`src/rtl/register_file.sv`:
```
// 32-entry register file with hardwired-zero x0, two combinational read ports, one write port
// and a sequential clear engine that restores every register's reset value one per cycle.
// x2/x3 reset and clear to the stack/global pointer initial values.
// Optional feature: define REGFILE_WRITE_BYPASS_EN to forward same-cycle write data to reads.
module register_file #(
  parameter int unsigned           DATA_WIDTH = 32,
  parameter logic [DATA_WIDTH-1:0] SP_INIT    = 32'h7FFF_EFFC,
  parameter logic [DATA_WIDTH-1:0] GP_INIT    = 32'h1000_8000
) (
  input  logic                  clk,
  input  logic                  reset,
  input  logic                  Reg_Write_i,
  input  logic [4:0]            Write_Register_i,
  input  logic [DATA_WIDTH-1:0] Write_Data_i,
  input  logic [4:0]            Read_Register_1_i,
  input  logic [4:0]            Read_Register_2_i,
  input  logic                  Clear_i,
  output logic [DATA_WIDTH-1:0] Read_Data_1_o,
  output logic [DATA_WIDTH-1:0] Read_Data_2_o,
  output logic                  Busy_o
);

  typedef enum logic [0:0] {StIdle, StClear} state_e;

  state_e                r_state;
  state_e                w_state_d;
  logic [4:0]            r_idx;
  logic [4:0]            w_idx_d;
  logic [DATA_WIDTH-1:0] r_regs [1:31];

  logic                  w_wr_en;
  logic [4:0]            w_wr_addr;
  logic [DATA_WIDTH-1:0] w_wr_data;

  function automatic logic [DATA_WIDTH-1:0] rst_val(input logic [4:0] idx);
    unique case (idx)
      5'd2:    rst_val = SP_INIT;
      5'd3:    rst_val = GP_INIT;
      default: rst_val = '0;
    endcase
  endfunction

  // FSM state and clear-index register.
  always_ff @(posedge clk or negedge reset) begin
    if (!reset) begin
      r_state <= StIdle;
      r_idx   <= 5'd0;
    end else begin
      r_state <= w_state_d;
      r_idx   <= w_idx_d;
    end
  end

  // Next state and the single write-port mux shared by user writes and the clear engine.
  always_comb begin
    w_state_d = r_state;
    w_idx_d   = r_idx;
    w_wr_en   = 1'b0;
    w_wr_addr = Write_Register_i;
    w_wr_data = Write_Data_i;
    unique case (r_state)
      StIdle: begin
        // A write in the same cycle as Clear_i still lands before clearing starts.
        w_wr_en = Reg_Write_i && (Write_Register_i != 5'd0);
        if (Clear_i) begin
          w_state_d = StClear;
          w_idx_d   = 5'd1;
        end
      end
      StClear: begin
        w_wr_en   = 1'b1;
        w_wr_addr = r_idx;
        w_wr_data = rst_val(r_idx);
        w_idx_d   = r_idx + 5'd1;
        // Stop on x31 so the index never wraps onto x0.
        if (r_idx == 5'd31) begin
          w_state_d = StIdle;
          w_idx_d   = 5'd0;
        end
      end
    endcase
  end

  // Register storage x1..x31; x0 is not stored.
  always_ff @(posedge clk or negedge reset) begin
    if (!reset) begin
      for (int i = 1; i < 32; i++) begin
        r_regs[i] <= rst_val(5'(i));
      end
    end else if (w_wr_en) begin
      r_regs[w_wr_addr] <= w_wr_data;
    end
  end

  assign Busy_o = (r_state == StClear);

  // Combinational read ports.
  always_comb begin
    Read_Data_1_o = (Read_Register_1_i == 5'd0) ? '0 : r_regs[Read_Register_1_i];
    Read_Data_2_o = (Read_Register_2_i == 5'd0) ? '0 : r_regs[Read_Register_2_i];
`ifdef REGFILE_WRITE_BYPASS_EN
    if (Reg_Write_i && !Busy_o && (Write_Register_i != 5'd0)) begin
      if (Write_Register_i == Read_Register_1_i) Read_Data_1_o = Write_Data_i;
      if (Write_Register_i == Read_Register_2_i) Read_Data_2_o = Write_Data_i;
    end
`endif
  end

endmodule

```
`config.mk`:
```
export PLATFORM = sky130hd
export DESIGN_NAME = register_file
export DESIGN_NICKNAME = d
export VERILOG_FILES = /design/src/rtl/register_file.sv
export SDC_FILE = /design/constraint.sdc
export NUM_CORES = 2
export LEC_CHECK = 0
export CORE_MARGIN = 1
export CORE_UTILIZATION = 65
export CTS_CLUSTER_SIZE = 30
export DETAILED_ROUTE_END_ITERATION = 8
export GPL_TIMING_DRIVEN = 0
export PLACE_DENSITY = 0.83
export SLEW_MARGIN = 20
export SYNTH_ARGS = -nofsm -noshare
export SYNTH_HDL_FRONTEND = slang
export SYNTH_SLANG_ARGS = --single-unit
```
`constraint.sdc`:
```
create_clock -name clk -period 6.75 [get_ports clk]
set_input_delay 0.675 -clock clk [delete_from_list [all_inputs] [get_ports clk]]
set_output_delay 0.675 -clock clk [all_outputs]
set_load 0.01 [all_outputs]
```
# --- Yosys cells after proc, flatten, opt, wreduce, memory -nomap -nowiden ---
# Index checks and enable logic that the tools add are counted.
totals:
  reg_bits: 998
  output_inout_bits: 65
  elab_cells: 72
classes:
  n_addsub: 1
  n_lt_le_gt_ge: 4
  eq_ne: 4
  muxes: 21
  n_bitwise: 4
  reduce_logical: 5
ops:
  columns: ["operator", "count"]
  rows:
  - ["992-bit bitwise mux", 1]
  - ["32-bit binary-select mux with 5-bit select", 2]
  - ["32-bit 2-to-1 mux", 8]
  - ["32-bit demux with 5-bit select", 1]
  - ["31-bit case mux with 2 select lines", 1]
  - ["6-bit >= comparator, second input constant", 3]
  - ["5-bit NOT with 6-bit output", 3]
  - ["5-bit 2-to-1 mux", 3]
  - ["5-bit by 2-bit equality test with 1-bit output, second input constant", 2]
  - ["5-bit logical NOT", 2]
  - ["5-bit case mux with 2 select lines", 1]
  - ["6-bit by 1-bit less-than comparator with 1-bit output, second input constant", 1]
  - ["5-bit by 1-bit adder with 5-bit output, second input constant", 1]
  - ["5-bit equality test, second input constant", 1]
  - ["5-bit nonzero test", 1]
  - ["1-bit case mux with 2 select lines", 2]
  - ["1-bit logical AND", 2]
  - ["1-bit 2-to-1 mux", 2]
  - ["2-bit != test, second input constant", 1]
  - ["1-bit NOT", 1]

# --- Depth between registers and ports, before layout ---
logic_depth:
  depth_word: 7
  depth_mapped: 8
  mapped_depth_nobuf: 5

# --- Worst setup path before layout ---
# No wires, ideal clock.
synth_path:
  kind: "input to output"
  startpoint: "input port Read_Register_2_i[0]"
  endpoint: "output port Read_Data_2_o[10]"
  t_arrival_ns: 2.460
  setup_slack_ns: 3.615
  stages: 7
  cell_sequence: "clkbuf_1 -> clkbuf_1 -> buf_2 -> mux4_2 -> mux2i_1 -> o22ai_1 -> a211o_1"
synth_via:
  elab_chain_len: 5
synth_rtl:
  columns: ["element", "line", "rtl"]
  rows:
  - ["from (decl)", "16", "input logic [4:0] Read_Register_2_i,"]
  - ["5-bit NOT with 6-bit output (not written as such)", "100", "Read_Data_2_o = (Read_Register_2_i == 5'd0) ? '0 : r_regs[Read_Register_2_i];"]
  - ["32-bit binary-select mux with 5-bit select", "100", null]
  - ["32-bit 2-to-1 mux (not written as such) (2 in series)", "100", null]
  - ["32-bit 2-to-1 mux (*)", "100", null]
  - ["to (decl)", "19", "output logic [DATA_WIDTH-1:0] Read_Data_2_o,"]
# Mark *: on every way between the ends. The rest lies on a longest branch, timed or not. The select of a mux whose other input is x is not followed.

# --- Final worst setup path ---
layout_path:
  startpoint: "input port Read_Register_1_i[1]"
  endpoint: "output port Read_Data_1_o[10]"
layout_via:
  elab_chain_len: 5
layout_rtl:
  columns: ["element", "line", "rtl"]
  rows:
  - ["from (decl)", "15", "input logic [4:0] Read_Register_1_i,"]
  - ["5-bit NOT with 6-bit output (not written as such)", "99", "Read_Data_1_o = (Read_Register_1_i == 5'd0) ? '0 : r_regs[Read_Register_1_i];"]
  - ["32-bit binary-select mux with 5-bit select", "99", null]
  - ["32-bit 2-to-1 mux (not written as such) (2 in series)", "99", null]
  - ["32-bit 2-to-1 mux (*)", "99", null]
  - ["to (decl)", "18", "output logic [DATA_WIDTH-1:0] Read_Data_1_o,"]
# Marked as above.

==> key figures <==
Run status
  • Status: finished, violations left
  • Failing checks: DRC

STA
  • Fmax: 159 MHz
  • Worst slew pin tran: 1330 ps
  • Final Slew Violations: 0
  • Unrepaired setup endpoints after global routing: false
  • Worst hold margin: 511 ps
  • Setup Skew: 21.4 ps
  • Endpoints failing hold: 0
  • Final setup vio count: 0
  • Final min period: 6290 ps
  • Total negative slack: 0 ps
  • Final WS setup: 460 ps
  • Max-slew headroom: 11.3%
  • Crit share post-route: 93.2%

Floorplanning
  • Die Ht: 287 um
  • CORE AREA: 80400 um^2
  • Io pins: 116
  • Chip Width: 287 um
  • Number of core rows: 104
  • Die Footprint: 82400 um^2
  • Initial Util: 65.7%

Finish
  • Nets: 4572
  • Filler cells: 5164
  • Area of the multi-input gates: 25500 um^2
  • Post-route cell area: 59300 um^2
  • Commonest cells after routing, fill and taps aside: 968 x dfrtp_1, 709 x nor2_1, 700 x a21oi_1
  • Area delta synth->final: 12.2%
  • Finished Layout Cells: 5677
  • Most common cell after layout, fill and taps aside: dfrtp_1
  • Register area: 25000 um^2
  • Share of layout cells above drive strength 1: 29.5%
  • Final Util: 73.7%

Logic synthesis
  • Top_reg_cell synth: dfrtp_1
  • Post-synth cell types: 46
  • Synth warnings: 0
  • Ys async rst share: 100%
  • Avg Cell Area, Syn: 12.3 um^2
  • Compound-Gate Fraction of Synth Area: 11.0%
  • Post-synthesis mux area share: 31.0%
  • Synth Area in Simple Gates: 6.09%
  • Sequential fraction of the synthesis area: 47.4%
  • Post-synthesis xor/xnor area fraction: 0.0332%
  • Main combinational cell family by area after synthesis: multiplexers
  • Syn Std Cell Area: 52800 um^2
  • Mapped Nets: 4346
  • Number of enable flip-flop cells after synthesis: 0
  • Post-synthesis register bit count: 998
  • Adder-cell area share of the yosys netlist: 0.0711%
  • Syn Inst Count: 4292

Power and ir drop
  • Power Density: 486 nW/um^2
  • Power, Total: 28.8 mW
  • Max IR drop VDD: 0.336 mV
  • Lkg Pwr: 25.9 nW

Clock tree
  • Clk buf depth: 3
  • Clock sinks: 998
  • Hold bufs inserted after CTS: 1
  • Cts repair resizes: 0
  • CTS HTree Levels: 3
  • CTS tree: built
  • Post-CTS Setup Bufs: 0
  • CTS buffer count: 105
  • Clock transition at path regs: 60 ps
  • Worst skew pair latency: 740 ps
  • Clock root buffer master: clkbuf_16

Global routing
  • GRT Util Overall: 53.2%
  • Grt total ovfl: 0
  • Initial antenna violation count: 19
  • Vias in the first global route: 44672
  • Pin count of the biggest net entering global routing: 152
  • First-pass GRT wire length: 306 mm

Job
  • Max cap viols: 0

Route
  • Antenna-violating nets left: 0
  • WL/cell: 38.1 um
  • Total iterations of the first detailed-routing run: 9
  • DRC Markers: 23
  • DR vias: 44856
  • Total Wirelength: 216 mm
  • Drt first-iter violations: 8615
  • Vias per cell: 7.90

Critical path
  • Worst-path fanout max: 10
  • Worst Path Arrival: 5610 ps
  • Crit-path cells: clkdlybuf4s50_1 -> buf_2 -> buf_2 -> buf_2 -> buf_2 -> buf_1 -> a221oi_1 -> o22ai_1 -> o21a_1 -> clkdlybuf4s50_1
  • Most common cell on crit path: buf_2
  • CP endpoint kind: output port
  • Worst path max stage delay: 690 ps
  • Startpoint types: input pin
  • Slowest-stage cell, CP: o22ai_1
  • Setup CP Type: in2out
  • WP data required: 6070 ps

Placement
  • Final Wtd Congestion: 1.06
  • Pre-CTS setup slack: 830 ps
  • Placed cell count: 5469
  • Cell Area, Placed: 55500 um^2
  • IO buf count: 109
  • Hpwl dp: 149 mm

Worst hold path
  • Hold Crit Class: reg2reg
## final cells by class
class / instances / area share (%)
antenna: 12 / 0.0507
timing repair buffer: 119 / 2.26
multi-input combinational: 2823 / 43.0
inverter: 8 / 0.0507
tap: 1060 / 2.24
clock inverter: 40 / 1.02
sequential: 998 / 42.2
clock buffer: 154 / 5.29
buffer: 463 / 3.93
## critical path: cells and delay by family
family | cells | cell delay [ps]
buffers and inverters | 7 | 3680
AO/OA/AOI/OAI | 3 | 1230
## state kept, by name, summed over array words and instances, names as in the netlist
name / flops
r_idx: 5
r_regs: 992
Busy_o: 1
## cells in the mapped netlist (21+ instances only)
cell type,count,area [um^2]
dfstp_2,30,788
buf_4,79,593
o22ai_1,51,319
mux2i_1,120,1200
nand3_1,22,110
a222oi_1,24,240
nor2_1,709,2660
mux4_2,474,10700
mux2_2,378,4260
clkbuf_1,171,642
dfrtp_1,968,24200
mux2_1,21,236
nand2_1,41,154
buf_2,181,906
a21o_1,28,210
a22oi_1,63,473
a211o_1,31,272
a21oi_1,700,3500
o21ai_0,53,265
buf_1,26,97.6
## layer usage
metal	global-route usage, %	share of wire [%]	vias to the layer above
met5	8.14	0.46	-
met4	42.7	11	36
met3	31.9	18	1647
met2	71.6	41	4771
met1	60.0	30	21966
li1	-	-	16436
## where the power goes
group	leakage, nW	switching, mW	internal, mW
combinational	11.4	6.48	5.05
clock	1.84	2.63	3.75
sequential	12.6	2.22	8.66
total	25.9	11.3	17.5
## path summary, 6_finish.rpt
path,start,end,slack [ps],depth (start not counted)
max,Read_Register_1_i[1],Read_Data_1_o[10],460,10
min,r_regs[289],r_regs[289],510,1
max reg2reg,Busy_o,r_regs[600],3140,8
min reg2reg,r_regs[289],r_regs[289],510,1
max in group asynchronous,reset,r_regs[11],4010,5
min in group asynchronous,reset,r_regs[644],540,2
## cell families after synthesis
group / Yosys count
mux: 993
flops: 998
compound gates: 1012
fa+ha+maj: 3
xor+xnor: 2
buf+inv: 471
simple gates: 813
(Power assumes the default switching activity.)
